==> src/rtl/weight_loader.sv <==
// Weight/bias SRAM front-end: packs a byte stream into 72-bit words, writes them from
// address 0 upward, then raises sta to hand the SRAM over to the read-out sequence.
module weight_loader #(
  parameter int NUM_WORDS  = 545,
  parameter int WORD_BYTES = 9,
  parameter int ADDR_W     = 10
) (
  input  logic                    clk,
  input  logic                    rst_n,
  input  logic                    start,
  input  logic [7:0]              byte_in,
  input  logic                    byte_valid,
  output logic                    byte_ready,
  output logic                    write_en,
  output logic [8*WORD_BYTES-1:0] data_w,
  output logic [ADDR_W-1:0]       addr_w,
  output logic                    sta,
  output logic                    load_done,
  output logic                    busy
);

  localparam int                 CNT_W     = $clog2(WORD_BYTES + 1);
  localparam logic [CNT_W-1:0]   LAST_BYTE = CNT_W'(WORD_BYTES - 1);
  localparam logic [ADDR_W-1:0]  LAST_ADDR = ADDR_W'(NUM_WORDS - 1);

  typedef enum logic [1:0] {IDLE, LOAD, WRITE, DONE} state_t;

  state_t                  state_q;
  logic [CNT_W-1:0]        cnt_q;
  logic [8*WORD_BYTES-1:0] data_q;
  logic [ADDR_W-1:0]       addr_q;
  logic                    ready_q;
  logic                    we_q;
  logic                    sta_q;
  logic                    done_q;
  logic                    busy_q;

  always_ff @(posedge clk or negedge rst_n) begin
    if (!rst_n) begin
      state_q <= IDLE;
      cnt_q   <= '0;
      data_q  <= '0;
      addr_q  <= '0;
      ready_q <= 1'b0;
      we_q    <= 1'b0;
      sta_q   <= 1'b0;
      done_q  <= 1'b0;
      busy_q  <= 1'b0;
    end else begin
      done_q <= 1'b0;
      unique case (state_q)
        // A new load may begin from idle or as a reload after a finished one.
        IDLE, DONE: begin
          if (start) begin
            state_q <= LOAD;
            addr_q  <= '0;
            cnt_q   <= '0;
            ready_q <= 1'b1;
            busy_q  <= 1'b1;
            sta_q   <= 1'b0;
          end
        end
        LOAD: begin
          if (byte_valid) begin
            for (int k = 0; k < WORD_BYTES; k++) begin
              if (cnt_q == CNT_W'(k)) data_q[8*k +: 8] <= byte_in;
            end
            if (cnt_q == LAST_BYTE) begin
              cnt_q   <= '0;
              state_q <= WRITE;
              ready_q <= 1'b0;
              we_q    <= 1'b1;
            end else begin
              cnt_q <= cnt_q + 1'b1;
            end
          end
        end
        // Single write cycle; sta only rises after write_en has dropped.
        WRITE: begin
          we_q <= 1'b0;
          if (addr_q == LAST_ADDR) begin
            state_q <= DONE;
            sta_q   <= 1'b1;
            done_q  <= 1'b1;
            busy_q  <= 1'b0;
          end else begin
            addr_q  <= addr_q + 1'b1;
            state_q <= LOAD;
            ready_q <= 1'b1;
          end
        end
        default: state_q <= IDLE;
      endcase
    end
  end

  assign byte_ready = ready_q;
  assign write_en   = we_q;
  assign data_w     = data_q;
  assign addr_w     = addr_q;
  assign sta        = sta_q;
  assign load_done  = done_q;
  assign busy       = busy_q;

endmodule

==> config.mk <==
export PLATFORM = sky130hd
export DESIGN_NAME = weight_loader
export DESIGN_NICKNAME = d
export VERILOG_FILES = /design/src/rtl/weight_loader.sv
export SDC_FILE = /design/constraint.sdc
export NUM_CORES = 1
export LEC_CHECK = 0
export CAP_MARGIN = 20
export CORE_ASPECT_RATIO = 1.1
export CORE_MARGIN = 5
export CORE_UTILIZATION = 44
export CTS_CLUSTER_SIZE = 25
export DETAILED_ROUTE_END_ITERATION = 6
export GPL_ROUTABILITY_DRIVEN = 0
export PLACE_DENSITY = 0.76
export SYNTH_ARGS = -nofsm -noshare
export SYNTH_HDL_FRONTEND = slang
export SYNTH_SLANG_ARGS = --single-unit
==> constraint.sdc <==
create_clock -name clk -period 2.26 [get_ports clk]
set_clock_uncertainty 0.2 [all_clocks]
set_input_delay 0.452 -clock clk [delete_from_list [all_inputs] [get_ports clk]]
set_output_delay 0.452 -clock clk [all_outputs]
set_load 0.05 [all_outputs]
### Word-level counts from Yosys, hierarchy flattened

Cells that the tools add are included.

| word-level totals | value |
|---|---|
| flip-flop bits (word level) | 93 |
| bits in latches | 0 |
| memory bits (writable) | 0 |
| memory bits (read-only) | 0 |
| memories | 0 |

| cells by class | value |
|---|---|
| add/subtract/negate cells | 2 |
| multiply operators | 0 |
| div/mod/pow operators | 0 |
| $lt $le $gt $ge | 0 |
| equal/unequal tests | 17 |
| shifts and indexed selects | 0 |
| mux-type cells | 27 |
| bitwise gates (word level) | 0 |
| reductions and logical operators | 21 |

Operators with widths:

| kind | count |
|---|---|
| $reduce_and 3->1 | 14 |
| $mux 10 | 2 |
| $pmux 10 s2 | 1 |
| $eq 4x3->1 const B | 4 |
| $mux 4 | 3 |
| $mux 1 | 11 |
| $add 10x1->10 const B | 1 |
| $eq 10x10->1 const B | 1 |
| $ne 2x2->1 const B | 5 |
| $eq 4x2->1 const B | 2 |
| $mux 2 | 4 |
| $pmux 4 s2 | 1 |
| $pmux 1 s2 | 3 |
| $pmux 2 s3 | 1 |
| $reduce_bool 2->1 | 3 |
| $add 4x1->4 const B | 1 |
| $eq 2x2->1 const B | 2 |
| $eq 4x1->1 const B | 1 |
| $eq 4x4->1 const B | 1 |
| $logic_not 4->1 | 1 |
| $reduce_and 4->1 | 1 |
| $pmux 1 s3 | 1 |
| $eq 2x1->1 const B | 1 |
| $logic_not 2->1 | 1 |
| $reduce_or 2->1 | 1 |

### Longest topological paths before layout

Gate-level depths: netlist of run 1.

| depth | value |
|---|---|
| depth in word-level cells | 4 |
| gate-level depth with buffers | 7 |

### Worst setup path after synthesis of run 1

Ideal clock, no wire load.

| timing | value |
|---|---|
| path kind | reg2reg |
| from | register addr_q[0] (netlist: addr_w[0]) |
| to | register ready_q (netlist: byte_ready) |
| arrival | 1,809 ps |
| path slack | 123 ps |
| cell stages (with the launch flop) | 7 |
| clock period less this slack | 2,137 ps |
| cell sequence | dfrtp_1 > inv_1 > ha_1 > nor4bb_1 > and3_1 > nand2b_1 > mux2_1 |

| between the ends | value |
|---|---|
| longest elaborated chain between the ends | 3 |

RTL lines:

| item | RTL line | text |
|---|---|---|
| start: declaration | 31 | `logic [ADDR_W-1:0] addr_q;` |
| start signal: assignment | 87 | `addr_q <= addr_q + 1'b1;` |
| $eq 10x10->1 | 81 | `if (addr_q == LAST_ADDR) begin` |
| $ne 2x2->1 (no line) | n/a |  |
| $reduce_and 4->1 (no line) | n/a |  |
| end signal: assignment | 58 | `ready_q <= 1'b1;` |
| end signal: assignment | 71 | `ready_q <= 1'b0;` |
| end signal: assignment | 89 | `ready_q <= 1'b1;` |
| end: declaration | 32 | `logic ready_q;` |

Every way passes these cells.
A chain may end at the register's enable or synchronous reset.

### Worst setup path after layout of run 1

| timing | value |
|---|---|
| from | register data_q[47] (netlist: data_w[47]) |
| to | output port data_w[47] |

RTL lines:

| item | RTL line | text |
|---|---|---|
| start: declaration | 30 | `logic [8*WORD_BYTES-1:0] data_q;` |
| start signal: indexed assignment | 66 | `if (cnt_q == CNT_W'(k)) data_q[8*k +: 8] <= byte_in;` |
| end: declaration | 15 | `output logic [8*WORD_BYTES-1:0] data_w,` |

No word-level cell between the ends.

==> metrics.cfg, run 1 <==
[synthesis]
netlist_area_mm2=0.00388
yosysSeqAreaShare_pct=60.0
ys_ff_latch=93
synth.area.top_cells=dfrtp_1 60%, mux2_2 20%, ha_1 2.9%
syn_inst=288
synth_edf_count=0
synthesis.nets=309
synth_flop_cell=dfrtp_1
synthDistinctLibCells=36
yosys_warnings=0
syn_area_per_cell_um2=13.5
async_flop_share_pct=100
synth_top_area_share_pct=60.0
synth_top_cell_by_area=dfrtp_1

[route]
drt_iter0_drc=59
vias_per_cell=5.13
drt-pass1-iter-count=4
vias=2751
ant_nets=0
drc=0
wl_per_cell_um=16.4
postRouteWirelength_um=8820

[flow_run]
maxCapViolCount=0

[placement]
place_area_mm2=0.00519
dp_hpwl_um=6620
numPortBuffers=98
place_ws_ps=-37.5

[global_routing]
grt_usage_pct=16.9
gr-total-overflow=0
grt_pass1_wl_um=14200
grtUsageMet1_pct=21.1
antenna_found_initial=0
met2_usage_pct=29.3
grt_max_degree=48
met3_usage_pct=4.39
grt.busiest_layer=met2
grt_pass1_vias=2814

[setup_path]
cp_num_buf_inv=1
crit_end=data_w[47]
end_kind=output pin
slowest_delay_ps=810
r2r_cells=6
critPathLaunch=data_w[47]$_DFFE_PN0P_
crit_family=buffers and inverters
worst-path-stages=1
cp.arrival_ps=1550
critPathLaunchType=flip-flop
critical-path-slowest-cell=clkdlybuf4s50_1
reg2reg_slack_ps=140
path_class=reg -> out
worstReg2RegStart=state_q[0]$_DFFE_PN0P_
crit_required_ps=1610
crit_fanout=2
r2r-end=addr_w[9]$_DFFE_PN0P_
crit_chain=clkdlybuf4s50_1

[timing]
worst_pin_slew_ps=539
slew_violations=0
max-slew-margin-rel_pct=64.0
tns_ps=0
finalHoldViolations=0
hold_ws_ps=300
fmax_ghz=0.455
fin_crit_ps=2200
setup_viol=0
grt_setup_unrepaired=no
min_period_over_period_pct=97.3
setup_ws_ps=61.9

[clock_tree]
clock-sinks=93
cts_htree_levels=3
cts_tree=built
cts_buffers=9
postCtsSetupRepairBufs=0
ctsRootBufferMaster=clkbuf_8
clkSlewWorstSetupHoldPaths_ps=100
clock_latency_ps=340
clk_path_buf_depth=2

[floorplan]
core_area_mm2=0.00874
rows=36
dieWidth_um=99.5
die_h_um=108
initial_core_util_pct=44.4
io_pins=99
dieArea_mm2=0.0108

[power]
ir_drop_v=0.000605
leakage_nw=2.49
power.density_mw_per_mm2=1560

[final_layout]
layout_common_cells=93 x dfrtp_1, 84 x clkdlybuf4s50_1, 68 x mux2_2, 25 x buf_4, 18 x nand2_1
area_growth_pct=39.3
finalInstanceArea_mm2=0.00540
fill_cells=709
final_common_cell=dfrtp_1
final_nets=438
insertedDiodeCount=0
drive_gt1_share_pct=27.0
fin_util_pct=61.8

[worst_hold_path]
worst_hold_path_type=reg -> reg

[run_status]
status=completed

==> cell families (layout without fill, tap and decap cells) <==
group	after synthesis	after routing	synth area share (%)
flops	93	93	60.0
mux	75	75	21.7
simple gates	58	58	8.03
compound gates	38	38	5.87
buf+inv	15	149	1.45
fa+ha+maj	9	9	2.90
==> how the worst min path moves through the flow <==
stage	from	to	cells past startpoint
global route	data_w[38]$_DFFE_PN0P_	data_w[38]$_DFFE_PN0P_	1
global placement	rst_n	data_w[1]$_DFFE_PN0P_	1
CTS	data_w[33]$_DFFE_PN0P_	data_w[33]$_DFFE_PN0P_	1
floorplan	rst_n	addr_w[0]$_DFFE_PN0P_	0
finish	byte_ready$_DFFE_PN0P_	byte_ready$_DFFE_PN0P_	1
detailed placement	rst_n	data_w[7]$_DFFE_PN0P_	1
==> power by group <==
part | switching [mW] | leakage [nW] | total (mW) | internal, mW
sequential | 0.361 | 1.21 | 2.63 | 2.27
combinational | 2.93 | 1.19 | 4.66 | 1.74
clock | 0.588 | 0.0988 | 1.11 | 0.524
total | 3.88 | 2.49 | 8.41 | 4.53
==> final cells by class <==
| class | count | area (µm²) | share of cell area, % |
|---|---|---|---|
| Clock buffer | 10 | 128 | 2.36 |
| Multi-Input combinational cell | 180 | 1490 | 27.7 |
| Clock inverter | 6 | 71.3 | 1.32 |
| Sequential cell | 93 | 2330 | 43.1 |
| Inverter | 12 | 45.0 | 0.834 |
| Timing Repair Buffer | 121 | 1190 | 22.1 |
| Tap cell | 114 | 143 | 2.64 |
==> stage by stage <==
step | power (mW) | cells
2_1_floorplan | 5.63 | 288
3_5_place_dp | 7.38 | 519
3_3_place_gp | 7.28 | 519
4_1_cts | 8.49 | 536
6_report | 8.41 | 536
5_1_grt | 8.82 | 536
==> what timing repair did <==
| item | CTS | global route |
|---|---|---|
| setup endpoints to repair | 3 | 4 |
| gates resized for setup | 3 | 4 |
| hold buffers | 1 | 0 |
| hold endpoints to repair | 26 | 0 |
==> routing by layer <==
| metal | wire (µm) | vias up |
|---|---|---|
| li1 | - | 1299 |
| met1 | 3810 | 1375 |
| met2 | 4490 | 72 |
| met3 | 459 | 5 |
| met4 | 60 | 0 |
| met5 | 0 | - |
==> sequential cells by signal, indices dropped and copies added (netlist names) <==
name / count
data_w: 72
addr_w: 10
cnt_q: 4
state_q: 2
busy: 1
byte_ready: 1
load_done: 1
sta: 1
write_en: 1
==> cells in the mapped netlist (2+ instances only) <==
cell type / n
clkbuf_1: 3
o31ai_1: 2
mux2_2: 68
a21oi_1: 10
o2bb2ai_1: 2
o21ai_0: 15
and3_1: 2
nand2_1: 18
dfrtp_1: 93
or3_1: 4
inv_1: 12
nor3_1: 3
mux2i_1: 2
nand2b_1: 6
mux2_1: 5
nand4_1: 5
nand3_1: 5
o21ai_1: 2
nor2_1: 6
ha_1: 9
No activity file was read; power rests on OpenSTA's default activity.
==> run 2: changes to the inputs <==
--- a/config.mk
+++ b/config.mk
@@ -8,11 +8,12 @@
 export CAP_MARGIN = 20
 export CORE_ASPECT_RATIO = 1.1
 export CORE_MARGIN = 5
-export CORE_UTILIZATION = 44
+export CORE_UTILIZATION = 45
 export CTS_CLUSTER_SIZE = 25
 export DETAILED_ROUTE_END_ITERATION = 6
 export GPL_ROUTABILITY_DRIVEN = 0
-export PLACE_DENSITY = 0.76
+export PLACE_DENSITY = 0.74
+export RECOVER_POWER = 50
 export SYNTH_ARGS = -nofsm -noshare
 export SYNTH_HDL_FRONTEND = slang
 export SYNTH_SLANG_ARGS = --single-unit
==> constraint.sdc (replaced) <==
create_clock -name clk -period 2.1 [get_ports clk]
set_clock_uncertainty 0.2 [all_clocks]
set_input_delay 0.42 -clock clk [delete_from_list [all_inputs] [get_ports clk]]
set_output_delay 0.42 -clock clk [all_outputs]
set_load 0.05 [all_outputs]
==> run 2 against run 1 <==
  * Cell count up 1.1%
  * Final area down 5.1%
  * Power up 2.3%
  * Critical path depth up 5
  * Clock power about the same
  * Count of clock-buffer cells in the layout down 1
  * Worst hold slack better by 12 ps
  * Sequential power up 8.4%
  * Combinational power about the same
  * Critical endpoint is now addr_w[9]$_DFFE_PN0P_
  * Highest routed layer unchanged
==> metrics.cfg, run 2 (synthesized netlist as in run 1, its figures left out) <==
[route]
drc=0  ; unchanged
ant_nets=0  ; unchanged
postRouteWirelength_um=8910  ; +1.1%
drt_iter0_drc=74  ; +25%
drt-pass1-iter-count=4  ; unchanged
vias=2813  ; +2.3%
vias_per_cell=5.19  ; +1.1%
wl_per_cell_um=16.4  ; about the same

[worst_hold_path]
holdPathStages=1  ; unchanged
min_to=data_w[31]$_DFFE_PN0P_
worst_hold_path_type=reg -> reg
min-delay-start=data_w[31]$_DFFE_PN0P_

[clock_tree]
cts_htree_levels=3  ; unchanged
postCtsSetupRepairBufs=0  ; unchanged
cts_buffers=9  ; unchanged
clock_latency_ps=350  ; about the same
clock-sinks=93  ; unchanged
clkSlewWorstSetupHoldPaths_ps=100  ; about the same
cts_tree=built
ctsRootBufferMaster=clkbuf_8
clk_path_buf_depth=2  ; unchanged

[power]
p_clk_share_pct=12.9  ; -0.3 points
internal-power_mw=4.34  ; -4.2%
leakage_nw=2.43  ; -2.8%
p_seq_share_pct=33.1  ; +1.8 points
finalPower_mw=8.60  ; +2.3%
power.density_mw_per_mm2=1680  ; +7.8%
ir_drop_v=0.000663  ; +9.6%
power_switching_mw=4.26  ; +9.8%
combPwrFrac_pct=54.0  ; -1.5 points
switching_share_pct=49.5  ; +3.4 points

[final_layout]
final_nets=447  ; +2.1%
largest_reg_flops=72  ; unchanged
regArea_mm2=0.00233  ; +0.11%
layout_common_cells=91 x dfrtp_1, 68 x mux2_2, 65 x buf_4, 42 x clkbuf_1
insertedDiodeCount=0  ; unchanged
final_common_cell=dfrtp_1
area_growth_pct=32.2
fin_util_pct=61.0  ; -0.87 points
multi_input_area_mm2=0.00154  ; +3.1%
fill_cells=734  ; +3.5%
drive_gt1_share_pct=38.5  ; +12 points

[timing]
fin_crit_ps=2050
min_period_over_period_pct=97.6
max-slew-margin-rel_pct=32.3  ; -32 points
hold_ws_ps=311  ; +11.6 ps
setup_viol=0  ; unchanged
fmax_ghz=0.488
grt_setup_unrepaired=yes
finalHoldViolations=0  ; unchanged
worst_pin_slew_ps=1010  ; +476 ps
slew_violations=0  ; unchanged

[floorplan]
rows=35  ; -2.8%
die_h_um=107  ; -1.0%
dieWidth_um=98.5  ; -1.0%
io_pins=99  ; unchanged
dieArea_mm2=0.0106  ; -2.0%
initial_core_util_pct=46.1  ; +1.7 points
core_area_mm2=0.00841  ; -3.8%

[setup_path]
cp.arrival_ps=2140  ; +590 ps
worstReg2RegStart=state_q[0]$_DFFE_PN0P_
path_class=reg -> reg
reg2reg_slack_ps=50  ; -90 ps
critPathLaunch=state_q[0]$_DFFE_PN0P_
crit_required_ps=2190  ; +580 ps
critPathLaunchType=flip-flop
end_kind=flip-flop
crit_fanout=4  ; +2
r2r-end=addr_w[9]$_DFFE_PN0P_
r2r_cells=6  ; unchanged

[global_routing]
grt_usage_pct=17.6  ; +0.67 points
grt_pass1_vias=2881  ; +2.4%
grtUsageMet1_pct=21.9  ; +0.74 points
grt_max_degree=42  ; -13%
antenna_found_initial=0  ; unchanged
met3_usage_pct=4.86  ; +0.47 points
met2_usage_pct=30.3  ; +0.97 points
grt_pass1_wl_um=14800  ; +4.2%
grt.busiest_layer=met2
gr-total-overflow=0  ; unchanged

[placement]
dp_hpwl_um=6690  ; +1.1%
numPortBuffers=98  ; unchanged

[flow_run]
maxCapViolCount=0  ; unchanged

[run_status]
status=completed

[run 2: worst max-delay path, stage by stage, from the launching register on]
cell	delay [ps]
dfrtp_1	410
inv_1	60
ha_1	340
mux2i_2	220
nand2b_1	180
or4_1	500
o21ai_1	80
[run 2: metrics by stage]
| stage | std cells | TNS [ps] | area [µm²] | setup slack [ps] |
|---|---|---|---|---|
| 2_1_floorplan | 288 | -12.5 | 3890 | -12.5 |
| 3_3_place_gp | 525 | -2370 | 5070 | -108 |
| 3_5_place_dp | 525 | -4180 | 5070 | -139 |
| 4_1_cts | 542 | 0 | 5260 | 34.8 |
| 5_1_grt | 542 | -186 | 5120 | -52.8 |
| 6_report | 542 | 0 | 5120 | 49.9 |
[run 2: repair_timing]
item / 4_1_cts / 5_1_grt
hold endpoints to repair: 38 / 0
resized for setup: 5 / 8
endpoints found under the setup margin: 5 / 18
hold buffers: 1 / 0
[run 2: metal layers]
layer	routed length, µm	vias up	part of all wire, %
met5	0	-	0
met4	102	0	1.1
met3	578	10	6.5
met2	4460	89	50
met1	3770	1395	42
li1	-	1319	-
[run 2: worst max-delay path by stage]
stage / endpoint / cells past startpoint
finish: addr_w[9]$_DFFE_PN0P_ / 6
global route: addr_w[8]$_DFFE_PN0P_ / 7
CTS: addr_w[9]$_DFFE_PN0P_ / 6
detailed placement: data_w[49]$_DFFE_PN0P_ / 5
global placement: data_w[49]$_DFFE_PN0P_ / 5
floorplan: addr_w[9]$_DFFE_PN0P_ / 4
[run 2: area by class of cell]
type                       count  share of cell area, %
sequential                    93                   45.5
multi-input combinational    180                   30.1
timing repair buffer         130                   17.3
tap                          111                   2.71
clock buffer                   9                   2.42
clock inverter                 7                   1.15
inverter                      12                  0.879
[run 2: power by group through the flow]
stage                     sequential (mW)  clock, mW  combinational [mW]
final                                2.85       1.11                4.64
after global routing                 2.93       1.22                4.89
after CTS                            2.86       1.15                4.91
after detailed placement             2.90          0                4.94
after global placement               2.87          0                4.87
after floorplan                      4.97          0                1.09
==> run 3: changes to the inputs <==
--- a/config.mk
+++ b/config.mk
@@ -8,11 +8,11 @@
 export CAP_MARGIN = 20
 export CORE_ASPECT_RATIO = 1.1
 export CORE_MARGIN = 5
-export CORE_UTILIZATION = 45
+export CORE_UTILIZATION = 44
 export CTS_CLUSTER_SIZE = 25
 export DETAILED_ROUTE_END_ITERATION = 6
 export GPL_ROUTABILITY_DRIVEN = 0
-export PLACE_DENSITY = 0.74
+export PLACE_DENSITY = 0.76
 export RECOVER_POWER = 50
 export SYNTH_ARGS = -nofsm -noshare
 export SYNTH_HDL_FRONTEND = slang
==> constraint.sdc (replaced) <==
create_clock -name clk -period 1.85 [get_ports clk]
set_clock_uncertainty 0.2 [all_clocks]
set_input_delay 0.37 -clock clk [delete_from_list [all_inputs] [get_ports clk]]
set_output_delay 0.37 -clock clk [all_outputs]
set_load 0.05 [all_outputs]
==> run 3 against run 2 <==
  * The flow now finishes with violations (negative setup slack)
  * Final area is 13% higher
  * Clock power is 34% higher
  * Combinational power is 32% higher
  * Critical path type unchanged
  * Worst setup slack worse by 190 ps
  * Die area is 2.1% higher
  * Via count is 3.5% higher
  * Core utilization is 5.6 points higher
  * Non-clock buffer count is 21 higher
  * Global-route usage is 1.2 points higher
  * Largest cell class unchanged
  * Register-to-register slack worse by 190 ps
==> metrics.cfg, run 3 (synthesized netlist as in run 1, its figures left out) <==
[route]
drt_iter0_drc=79  ; +6.8%
top_layer_used=met4
wl_per_cell_um=17.0  ; +3.7%
ant_nets=0  ; unchanged
drc=0  ; unchanged
vias_per_cell=5.14  ; -0.90%
met3_length_um=599  ; +3.6%
wl_met2_um=4850  ; +8.7%
drt-pass1-iter-count=4  ; unchanged
postRouteWirelength_um=9650  ; +8.2%
wl_met1_um=4060  ; +7.7%
vias=2911  ; +3.5%

[floorplan]
die_h_um=108  ; +1.0%
io_pins=99  ; unchanged
core_area_mm2=0.00874  ; +3.9%
rows=36  ; +2.9%
dieArea_mm2=0.0108  ; +2.1%
dieWidth_um=99.5  ; +1.0%
initial_core_util_pct=44.4  ; -1.7 points

[final_layout]
final_common_cell=buf_4
area_growth_pct=50.0
layout_common_cells=113 x buf_4, 88 x dfrtp_1, 68 x mux2_2, 16 x buf_12
drive_gt1_share_pct=56.9  ; +18 points
insertedDiodeCount=0  ; unchanged
regArea_mm2=0.00233  ; +0.16%
fin_util_pct=66.5  ; +5.6 points
fill_cells=628  ; -14%
final_nets=468  ; +4.7%
finalInstanceArea_mm2=0.00581  ; +13%
largest_reg_flops=72  ; unchanged
multi_input_area_mm2=0.00169  ; +9.9%

[placement]
place_ws_ps=-396  ; -258 ps
dp_hpwl_um=6920  ; +3.4%
numPortBuffers=98  ; unchanged
place_area_mm2=0.00538  ; +6.1%

[timing]
min_period_over_period_pct=108  ; +10 points
worst_pin_slew_ps=802  ; -213 ps
fin_crit_ps=1990  ; -55.7 ps
grt_setup_unrepaired=yes
fmax_ghz=0.501  ; +2.8%
max-slew-margin-rel_pct=46.5  ; +14 points
finalHoldViolations=0  ; unchanged
setup_viol=30  ; +30
slew_violations=0  ; unchanged
setup_ws_ps=-144  ; -194 ps

[global_routing]
gr-total-overflow=0  ; unchanged
grt_pass1_wl_um=15800  ; +6.7%
antenna_found_initial=0  ; unchanged
grt_max_degree=81  ; +93%
grt_usage_pct=18.8  ; +1.2 points
grt_pass1_vias=3035  ; +5.3%

[setup_path]
reg2reg_slack_ps=-140  ; -190 ps
crit_chain=buf_6 > ha_4 > mux2i_4 > nand2b_4 > or4_4 > o21ai_2
slowest_delay_ps=520  ; +20 ps
worstReg2RegStart=state_q[1]$_DFFE_PN0P_
end_kind=flip-flop
critPathLaunchType=flip-flop
crit_required_ps=1930  ; -260 ps
critical-path-slowest-cell=or4_4
path_class=reg -> reg
crit_fanout=3  ; -1
crit_end=addr_w[9]$_DFFE_PN0P_
critPathLaunch=state_q[1]$_DFFE_PN0P_
r2r_cells=6  ; unchanged
r2r-end=addr_w[9]$_DFFE_PN0P_
cp.arrival_ps=2080  ; -60 ps

[worst_hold_path]
min-delay-start=data_w[49]$_DFFE_PN0P_
worst_hold_path_type=reg -> reg

[clock_tree]
clock-sinks=93  ; unchanged
cts_htree_levels=3  ; unchanged
ctsRootBufferMaster=clkbuf_8
cts_buffers=9  ; unchanged
cts_tree=built
clock_latency_ps=350  ; about the same
clk_path_buf_depth=2  ; unchanged
clkSlewWorstSetupHoldPaths_ps=90  ; about the same

[power]
power.density_mw_per_mm2=1860  ; +11%
ir_drop_v=0.000741  ; +12%
leakage_nw=2.83  ; +17%

[run_status]
violations=negative setup slack
status=finished, violations left

[flow_run]
maxCapViolCount=0  ; unchanged

run 3: layout make-up:
type,instances,area share [%]
multi-input cells,180,29.1
repair buffers,151,23.7
flip-flops and latches,93,40.1
well taps,114,2.45
clock inverters,5,1.42
inverters,12,0.775
clock buffers,11,2.43
run 3: per-stage QoR:
step           cells  total power [mW]  hold WS [ps]  setup TNS [ps]
2_1_floorplan    288              7.00          -126           -1090
3_3_place_gp     542              9.02          29.9          -20940
3_5_place_dp     542              9.15          33.7          -25070
4_1_cts          563              10.8           185            -693
5_1_grt          566              11.4           323          -13030
6_report         566              10.8           301            -917
run 3: critical path, delay by kind of cell, from the launching register on:
| kind | cells | cell delay [ps] |
|---|---|---|
| AOI/OAI and AO/OA | 1 | 70 |
| and+or+nand+nor | 2 | 690 |
| muxes | 1 | 210 |
| DFF | 1 | 400 |
| buffers and inverters | 1 | 120 |
| adders and majority gates | 1 | 230 |
run 3: repair_timing:
action / 4_1_cts / 5_1_grt
hold buffers: 1 / 0
pin swaps: 3 / 8
endpoints found under the setup margin: 77 / 86
resized for setup: 25 / 16
setup buffers: 4 / 3
endpoints found under the hold margin: 16 / 0
run 3: worst min path at each step:
| stage | end | cells past startpoint |
|---|---|---|
| after floorplan | addr_w[0]$_DFFE_PN0P_ | 0 |
| after global placement | data_w[17]$_DFFE_PN0P_ | 1 |
| after detailed placement | data_w[19]$_DFFE_PN0P_ | 1 |
| after CTS | data_w[19]$_DFFE_PN0P_ | 2 |
| after global routing | data_w[15]$_DFFE_PN0P_ | 1 |
| final | data_w[49]$_DFFE_PN0P_ | 1 |
run 3: routing by layer:
metal	global-route usage, %	vias up
li1	-	1365
met1	23.2	1448
met2	32.9	84
met3	4.71	14
met4	5.07	0
met5	0	-
run 3: where the power goes:
part           total, mW  internal, mW  switching [mW]
Clock               1.49         0.804           0.685
Combinational       6.11          2.31            3.80
Sequential          3.24          2.78           0.459
Total               10.8          5.89            4.95
